File: config.mk
export PLATFORM = sky130hd
export DESIGN_NAME = uart_tx_arbiter
export DESIGN_NICKNAME = d
export VERILOG_FILES = /design/src/rtl/uart_tx_arbiter.sv
export SDC_FILE = /design/constraint.sdc
export NUM_CORES = 1
export LEC_CHECK = 0
export CORE_MARGIN = 2
export CORE_UTILIZATION = 50
export CTS_CLUSTER_DIAMETER = 100
export DETAILED_ROUTE_END_ITERATION = 8
export GPL_TIMING_DRIVEN = 0
export PLACE_DENSITY = 0.85
export SETUP_SLACK_MARGIN = 0.4
export SYNTH_ARGS = -nofsm -noshare
export SYNTH_HDL_FRONTEND = slang
export SYNTH_SLANG_ARGS = --single-unit
File: constraint.sdc
create_clock -name clk -period 5.5 [get_ports clk]
set_clock_uncertainty 0.15 [all_clocks]
set_input_delay 1.1 -clock clk [delete_from_list [all_inputs] [get_ports clk]]
set_output_delay 1.1 -clock clk [all_outputs]
set_load 0.1 [all_outputs]
File: src/rtl/uart_tx_arbiter.sv
// rtl/uart_tx_arbiter.sv - round-robin packet arbiter sharing one UART TX between two byte FIFOs
// Optional mid-packet starvation abort with padding: define ARB_TIMEOUT_EN
module uart_tx_arbiter #(
    parameter int                    DATA_WIDTH     = 8,
    parameter int                    CNT_W          = 5,
    parameter int                    TIMEOUT_CYCLES = 1024,
    parameter logic [DATA_WIDTH-1:0] PAD_BYTE       = '0
) (
    input  logic                  clk,
    input  logic                  rst,
    input  logic [CNT_W-1:0]      ch0_count,
    input  logic [DATA_WIDTH-1:0] ch0_data,
    output logic                  ch0_rd,
    input  logic [CNT_W-1:0]      ch1_count,
    input  logic [DATA_WIDTH-1:0] ch1_data,
    output logic                  ch1_rd,
    output logic [DATA_WIDTH-1:0] tx_data,
    output logic                  tx_valid,
    input  logic                  tx_ready,
    output logic [1:0]            grant,
    output logic                  busy,
    output logic                  abort_err
);

`ifdef ARB_TIMEOUT_EN
    typedef enum logic [1:0] {S_IDLE, S_BODY, S_PAD} state_t;
    localparam int STALL_W = $clog2(TIMEOUT_CYCLES + 1);
    logic [STALL_W-1:0] r_stall, w_stall_next;
    logic               r_abort, w_abort_next;
`else
    typedef enum logic [1:0] {S_IDLE, S_BODY} state_t;
`endif

    state_t                r_state, w_state_next;
    logic [DATA_WIDTH-1:0] r_tx_data;
    logic                  r_tx_valid;
    logic [1:0]            r_grant, w_grant_next;
    logic [7:0]            r_remaining, w_rem_next;
    logic                  r_last_grant, w_last_next;

    logic                  w_slot_free, w_has0, w_has1, w_gcount_nz, w_sel;
    logic                  w_pop0, w_pop1, w_load;
    logic [DATA_WIDTH-1:0] w_load_data;

    assign w_slot_free = !r_tx_valid || tx_ready;
    assign w_has0      = (ch0_count != '0);
    assign w_has1      = (ch1_count != '0);
    assign w_gcount_nz = r_grant[1] ? w_has1 : w_has0;

    always_comb begin
        w_state_next = r_state;
        w_grant_next = r_grant;
        w_rem_next   = r_remaining;
        w_last_next  = r_last_grant;
        w_sel        = 1'b0;
        w_pop0       = 1'b0;
        w_pop1       = 1'b0;
        w_load       = 1'b0;
        w_load_data  = '0;
`ifdef ARB_TIMEOUT_EN
        w_stall_next = '0;
        w_abort_next = 1'b0;
`endif
        case (r_state)
            S_IDLE: begin
                if (w_slot_free && (w_has0 || w_has1)) begin
                    // on a tie, serve the channel that did not go last
                    w_sel       = w_has1 && (!w_has0 || !r_last_grant);
                    w_pop0      = !w_sel;
                    w_pop1      = w_sel;
                    w_load      = 1'b1;
                    w_load_data = w_sel ? ch1_data : ch0_data;
                    w_last_next = w_sel;
                    w_rem_next  = w_load_data[7:0];
                    if (w_load_data != '0) begin
                        w_state_next = S_BODY;
                        w_grant_next = w_sel ? 2'b10 : 2'b01;
                    end
                end
            end
            S_BODY: begin
                if (w_slot_free && w_gcount_nz) begin
                    w_pop0      = r_grant[0];
                    w_pop1      = r_grant[1];
                    w_load      = 1'b1;
                    w_load_data = r_grant[1] ? ch1_data : ch0_data;
                    w_rem_next  = r_remaining - 8'd1;
                    if (r_remaining == 8'd1) begin
                        w_state_next = S_IDLE;
                        w_grant_next = 2'b00;
                    end
                end
`ifdef ARB_TIMEOUT_EN
                else if (!w_gcount_nz) begin
                    if (r_stall == STALL_W'(TIMEOUT_CYCLES - 1)) begin
                        w_state_next = S_PAD;
                        w_abort_next = 1'b1;
                    end else begin
                        w_stall_next = r_stall + 1'b1;
                    end
                end else begin
                    w_stall_next = r_stall;
                end
`endif
            end
`ifdef ARB_TIMEOUT_EN
            S_PAD: begin
                if (w_slot_free) begin
                    w_load      = 1'b1;
                    w_load_data = PAD_BYTE;
                    w_rem_next  = r_remaining - 8'd1;
                    if (r_remaining == 8'd1) begin
                        w_state_next = S_IDLE;
                        w_grant_next = 2'b00;
                    end
                end
            end
`endif
            default: w_state_next = S_IDLE;
        endcase
    end

    always_ff @(posedge clk) begin
        if (rst) begin
            r_state      <= S_IDLE;
            r_tx_data    <= '0;
            r_tx_valid   <= 1'b0;
            r_grant      <= 2'b00;
            r_remaining  <= 8'd0;
            r_last_grant <= 1'b1;
`ifdef ARB_TIMEOUT_EN
            r_stall      <= '0;
            r_abort      <= 1'b0;
`endif
        end else begin
            r_state      <= w_state_next;
            r_grant      <= w_grant_next;
            r_remaining  <= w_rem_next;
            r_last_grant <= w_last_next;
            if (w_load) begin
                r_tx_data  <= w_load_data;
                r_tx_valid <= 1'b1;
            end else if (tx_ready) begin
                r_tx_valid <= 1'b0;
            end
`ifdef ARB_TIMEOUT_EN
            r_stall      <= w_stall_next;
            r_abort      <= w_abort_next;
`endif
        end
    end

    // pops are suppressed during reset so FIFO contents survive it
    assign ch0_rd   = w_pop0 && !rst;
    assign ch1_rd   = w_pop1 && !rst;
    assign tx_data  = r_tx_data;
    assign tx_valid = r_tx_valid;
    assign grant    = r_grant;
    assign busy     = (r_state != S_IDLE);
`ifdef ARB_TIMEOUT_EN
    assign abort_err = r_abort;
`else
    assign abort_err = 1'b0;
`endif

endmodule

* Yosys cells after proc, flatten, opt, wreduce, memory -nomap -nowiden
Cells that the tools add are included.
** Word-level totals
- Register bits after elaboration :: 22
- Input bits :: 29
- Logic and storage cells :: 66
** Operators by class
- Add/sub/neg operators :: 1
- Equality and inequality tests :: 6
- Multiplexer cells :: 29
- Reductions and logical operators :: 24
** Operators by type and width (count)
- 8-bit 2-to-1 mux :: 6
- 8-bit one-hot mux with 2 select lines :: 2
- 2-bit 2-to-1 mux :: 7
- 5-bit nonzero test :: 2
- 1-bit 2-to-1 mux :: 9
- 8-bit by 1-bit equality test with 1-bit output (second input constant) :: 1
- 2-bit inequality test (second input constant) :: 4
- 2-bit one-hot mux with 2 select lines :: 2
- 8-bit nonzero test :: 1
- 8-bit by 1-bit subtractor with 8-bit output (second input constant) :: 1
- 1-bit one-hot mux with 2 select lines :: 3
- 2-bit nonzero test :: 3
- 1-bit logical AND :: 5
- 1-bit logical NOT :: 5
- 5-bit AND reduction :: 1
- 4-bit AND reduction :: 1
- 1-bit logical OR :: 3
- 3-bit AND reduction :: 1
- 2-bit by 1-bit equality test with 1-bit output (second input constant) :: 1
- 2-bit logical NOT :: 1
- 2-bit AND reduction :: 1

* Logic depth before layout (Yosys ltp)
- Word-level depth :: 9
- Depth in mapped cells :: 7

* Worst setup path after synthesis
OpenSTA, ideal clock, no wires.
- Path type :: input-to-output
- Start :: input ch1_count[0]
- End :: output ch0_rd
- Data arrival time :: 3.610 ns
- Required time :: 4.250 ns
- Path slack :: 0.640 ns
- Stages on the path :: 5
- Path buffers :: 0
- Cells stage by stage :: or4_4 or2_4 nand2_2 nand2_1 a21oi_1
** On the way
- Cells in the longest elaborated chain, start to end :: 6
- Elaborated cells on any way between the ends :: 11
- Classes of those cells :: mux: 4; reduce/logical: 7
** RTL lines
- start, declared :: RTL line 14 : input logic [CNT_W-1:0] ch1_count,
- 5-bit nonzero test (*) :: RTL line 47 : assign w_has1 = (ch1_count != '0);
- 1-bit 2-to-1 mux, or another cell as far along :: RTL line 48 : assign w_gcount_nz = r_grant[1] ? w_has1 : w_has0;
- 1-bit logical AND, or another cell as far along :: RTL line 82 : if (w_slot_free && w_gcount_nz) begin
- 1-bit 2-to-1 mux, on equally long branches :: RTL line 82, 66
- 1-bit one-hot mux with 2 select lines (*) :: RTL line 64 : case (r_state)
- 1-bit logical AND (*) :: RTL line 154 : assign ch0_rd = w_pop0 && !rst;
- end, declared :: RTL line 13 : output logic ch0_rd,
Every way passes the cells marked *; elsewhere a longest branch is shown, timed or not.

* Worst setup path in the final report
Same ends and word-level chain as after synthesis.

==> results list <==
* Hold Startpoint: tx_data[5]$_SDFFE_PP0P_
- In this run the mean area of a mapped cell was 8.28 um2.
* Number of vias per cell after detailed routing: 6.17
* Die boundary height: 57.1 um
- Input and output buffers added on the ports amount to 42.
- Along the worst hold path, the cell count comes to 2.
* Maximum operating frequency: 0.202 GHz
* Origin of the critical flop-to-flop path: r_remaining[2]$_SDFFE_PP0P_
* Critical path start-end classification: primary input to output port
- Total core area: approximately 0.0027 mm2
* Clock sink count: 21
- Once detailed placement completed, the half-perimeter wirelength came to 3150 um.
* Worst slew pin tran: 0.979 ns
- Setup violations remaining at the end of the flow were counted as 0.
- Warnings, synthesis: 0
* Clock latency reported for the late side of the worst-skew pair: 0.32 ns
* Width of the die: between 50 and 60 um
* Total Routing Usage GR: 0.266
- Post-route DRC: 0
- CP max FO: 8
- CTS tree: done
- Slowest library cell on the worst path: dlygate4sd2_1
* Fin crit share: 0.900
- In the final timing run, aggregate negative setup slack is 0 ns.
* Post-layout utilization of the core: 0.698
* Maximum number of pins on one net before global-route repair: 13
- Across the whole layout, storage elements account for approximately 420 um2.
- Final worst path period need: around 5 ns
* Critical path capture point type: output port
- The count of nets left with antenna violations once routing finished came out at 0.
* Drt first-iter violations: approximately 90
- The synthesized design spends more area on one cell type than any other, namely dfxtp_1.
- Net count of the mapped netlist: approximately 200
- STA puts the critical path data arrival time at 3.70 ns.
- CTS placed an instance of clkbuf_4 at the clock tree root.
* Number of standard cells in the layout, taps in and fillers out: about 250
* Clock-pin slew on the worst setup and hold paths: 0.12 ns
* Routed wirelength normalized by instance count: 16.6 um
- Ordered list of cells on the worst path: clkdlybuf4s50_1 -> or4_4 -> o21ai_0 -> nand2_1 -> and3_1 -> clkbuf_1 -> nand2_1 -> a21oi_1 -> dlygate4sd2_1
- By instance count, the cell type seen most on the critical path is nand2_1.
- Kind of cell with the highest combined delay on the critical path: buffers and inverters
- Area post-placement: 0.00187 mm2
- Worst reg2reg path depth: 6
- Capture point of the worst reg-to-reg path: grant[0]$_SDFFE_PP0P_
- Synthesis handed over a netlist of 170 instances.
- In this run the core area contains 19 standard-cell rows.
* H-tree depth: 1
- STA puts the critical path data required time at 4.25 ns.
- In this run, placement finished with an instance count of 243.
- Number of setup buffers added after CTS: 0
* Number of nets in the layout: 248
- Via count of the first global-routing pass: about 1,600
* Maximum capacitance violations: 0
- The finished cells cover 0.00189 mm2.
- Sorting the synthesized cells by area gives the leading types as dfxtp_1 (30%), mux2_2 (8.8%), nand2_1 (6.1%).
- Slowest stage delay, CP: 0.61 ns
* Type of the most critical hold path: flop to flop
- Async set-or-reset flop fraction in the synthesized netlist: 0
- Setup repair after global routing left no endpoint under its margin.
- Synthesis instantiated 54 different standard cells from the library.
- Number of enable flip-flop cells after synthesis: 0
* Part of the Yosys area used for sequential elements: 0.299
- Summed over all layers, the routed wires come to 4090 um.
* Via count: 1,523
* Status: finished clean
- Counting both buffers and inverters, the worst setup path holds a total of 3.
- After filler insertion, the fill cell instance count of the layout stands at 226.
* Static leakage: 0.719 nW
* Post-synthesis sequential element count: 21
- Setup slack, reg-to-reg: 3.26 ns
* Fraction of layout instances using a drive strength above 1: 0.167
- In the synthesized netlist the dominant register cell turns out to be dfxtp_1.
- No sink is reached through more buffers than the 2 on the longest clock path.
- Overall overflow remaining after global route: 0
- For this design the ratio of total power to cell area is about 270 mW/mm2.
- 44 I/O pins were placed.
- The worst setup path is launched from a primary input.
- Global-route wire length before repair: approximately 7000 um
- The number of antenna violations at the first check in global routing was 0.
- The final hold violation count is 0.
* Min Hold Slack: around 0.29 ns
- Relative to the synthesized area, the layout overhead comes to 34.4%.
- Post-synthesis cell area: 0.00141 mm2
- Router iterations before antenna repair: 4
* Final estimated routing congestion in global placement: 0.919
- IR analysis of the VDD net gives a maximum drop of ~0.00019 V.
- Clock buffer count from CTS: 3
* Die outline area: 0.00326 mm2
- 0 antenna diodes ended up in the layout.
- Measured against its own limit, the worst slew margin works out to 0.345.
* Area of the multi-input gates: 901 um2
* Fraction of synthesized cell area taken by the top area cell type: 0.299
- Worst-case hold path end point: tx_data[5]$_SDFFE_PP0P_
- For this configuration, the core starts out at a cell density of 0.519.
- Final Max Tran Viols: 0
-- through the flow --
step / total power [mW] / setup WS (ns)
final: 0.512 / 0.552
after global routing: 0.538 / 0.483
after CTS: 0.510 / 0.570
after detailed placement: 0.433 / 0.247
after global placement: 0.428 / 0.247
after floorplan: 0.361 / 0.640
-- cells by family after synthesis --
kind of cell	share of synthesized area
AOI/OAI and AO/OA	0.257
adders and majority gates	0.0178
buffers and inverters	0.0613
DFF	0.299
muxes	0.109
other	0.00266
and+or+nand+nor	0.253
-- worst reg2reg max path, delay by kind of cell, from the launching register on --
family	cells	cell delay, ns
AND/OR/NAND/NOR	4	1.38
flip-flops	1	0.40
AO/OA/AOI/OAI	1	0.05
multiplexers	1	0.14
-- synthesized netlist by cell type, types with 2 or more instances --
cell type,number
buf_4,3
ha_1,2
o21ai_0,9
clkbuf_1,3
inv_1,6
a21oi_1,15
mux2_2,11
nand2b_1,3
nand3_1,4
mux2i_1,3
dfxtp_1,21
a31oi_1,3
a22oi_1,8
nor4_1,3
nor2b_1,3
nor3b_1,2
nand2_1,23
nor3_1,4
or4_4,2
nor2_1,8
-- final cells by class --
class / count / area share
Buffer: 9 / 0.0337
Clock buffer: 3 / 0.0119
Clock inverter: 1 / 0.00265
Inverter: 6 / 0.0119
Multi-Input combinational cell: 134 / 0.476
Sequential cell: 21 / 0.222
Tap cell: 31 / 0.0205
Timing Repair Buffer: 42 / 0.221
-- cell usage in the layout, fill, tap and decap left out, types with 4 or more instances in the layout --
cell,Yosys,final
clkdlybuf4s50_1,0,40
nand2_1,23,23
dfxtp_1,21,21
a21oi_1,15,15
mux2_2,11,11
o21ai_0,9,9
nor2_1,8,8
a22oi_1,8,8
inv_1,6,6
nor3_1,4,4
nand3_1,4,4
-- where the power goes --
part	leakage (nW)	switching, mW	total, mW	internal, mW
Clock	0.0177	0.0527	0.0799	0.0272
Combinational	0.527	0.159	0.245	0.0863
Sequential	0.174	0.0160	0.187	0.171
Total	0.719	0.228	0.512	0.284
-- how the worst max path moves through the flow --
stage                             from  endpoint  slack [ns]  depth (start not counted)
after floorplan           ch1_count[0]    ch0_rd        0.64                          5
after global placement    ch1_count[0]    ch0_rd        0.25                          9
after detailed placement  ch1_count[0]    ch0_rd        0.25                          9
after CTS                 ch1_count[0]    ch0_rd        0.57                          7
after global routing      ch1_count[0]    ch0_rd        0.48                          7
final                     ch1_count[0]    ch0_rd        0.55                          9
-- metal layers --
| layer | vias to the layer above | routed length (um) | track usage |
|---|---|---|---|
| li1 | 718 | - | - |
| met1 | 722 | 1750 | 0.338 |
| met3 | 5 | 285 | 0.0363 |
| met5 | - | 0 | 0 |
| met4 | 0 | 27 | 0.0797 |
| met2 | 78 | 2030 | 0.468 |
-- state kept, by name (all words and copies together) (netlist names) --
register and flops:
tx_data 8, grant 2, r_state 1, r_last_grant 1, tx_valid 1, r_remaining 8
-- timing repair --
| item | CTS | global route |
|---|---|---|
| gates resized for setup | 2 | 0 |
| hold buffers | 0 | 0 |
| endpoints found under the setup margin | 2 | 0 |
Note: power is estimated with default switching activity, not from simulation.
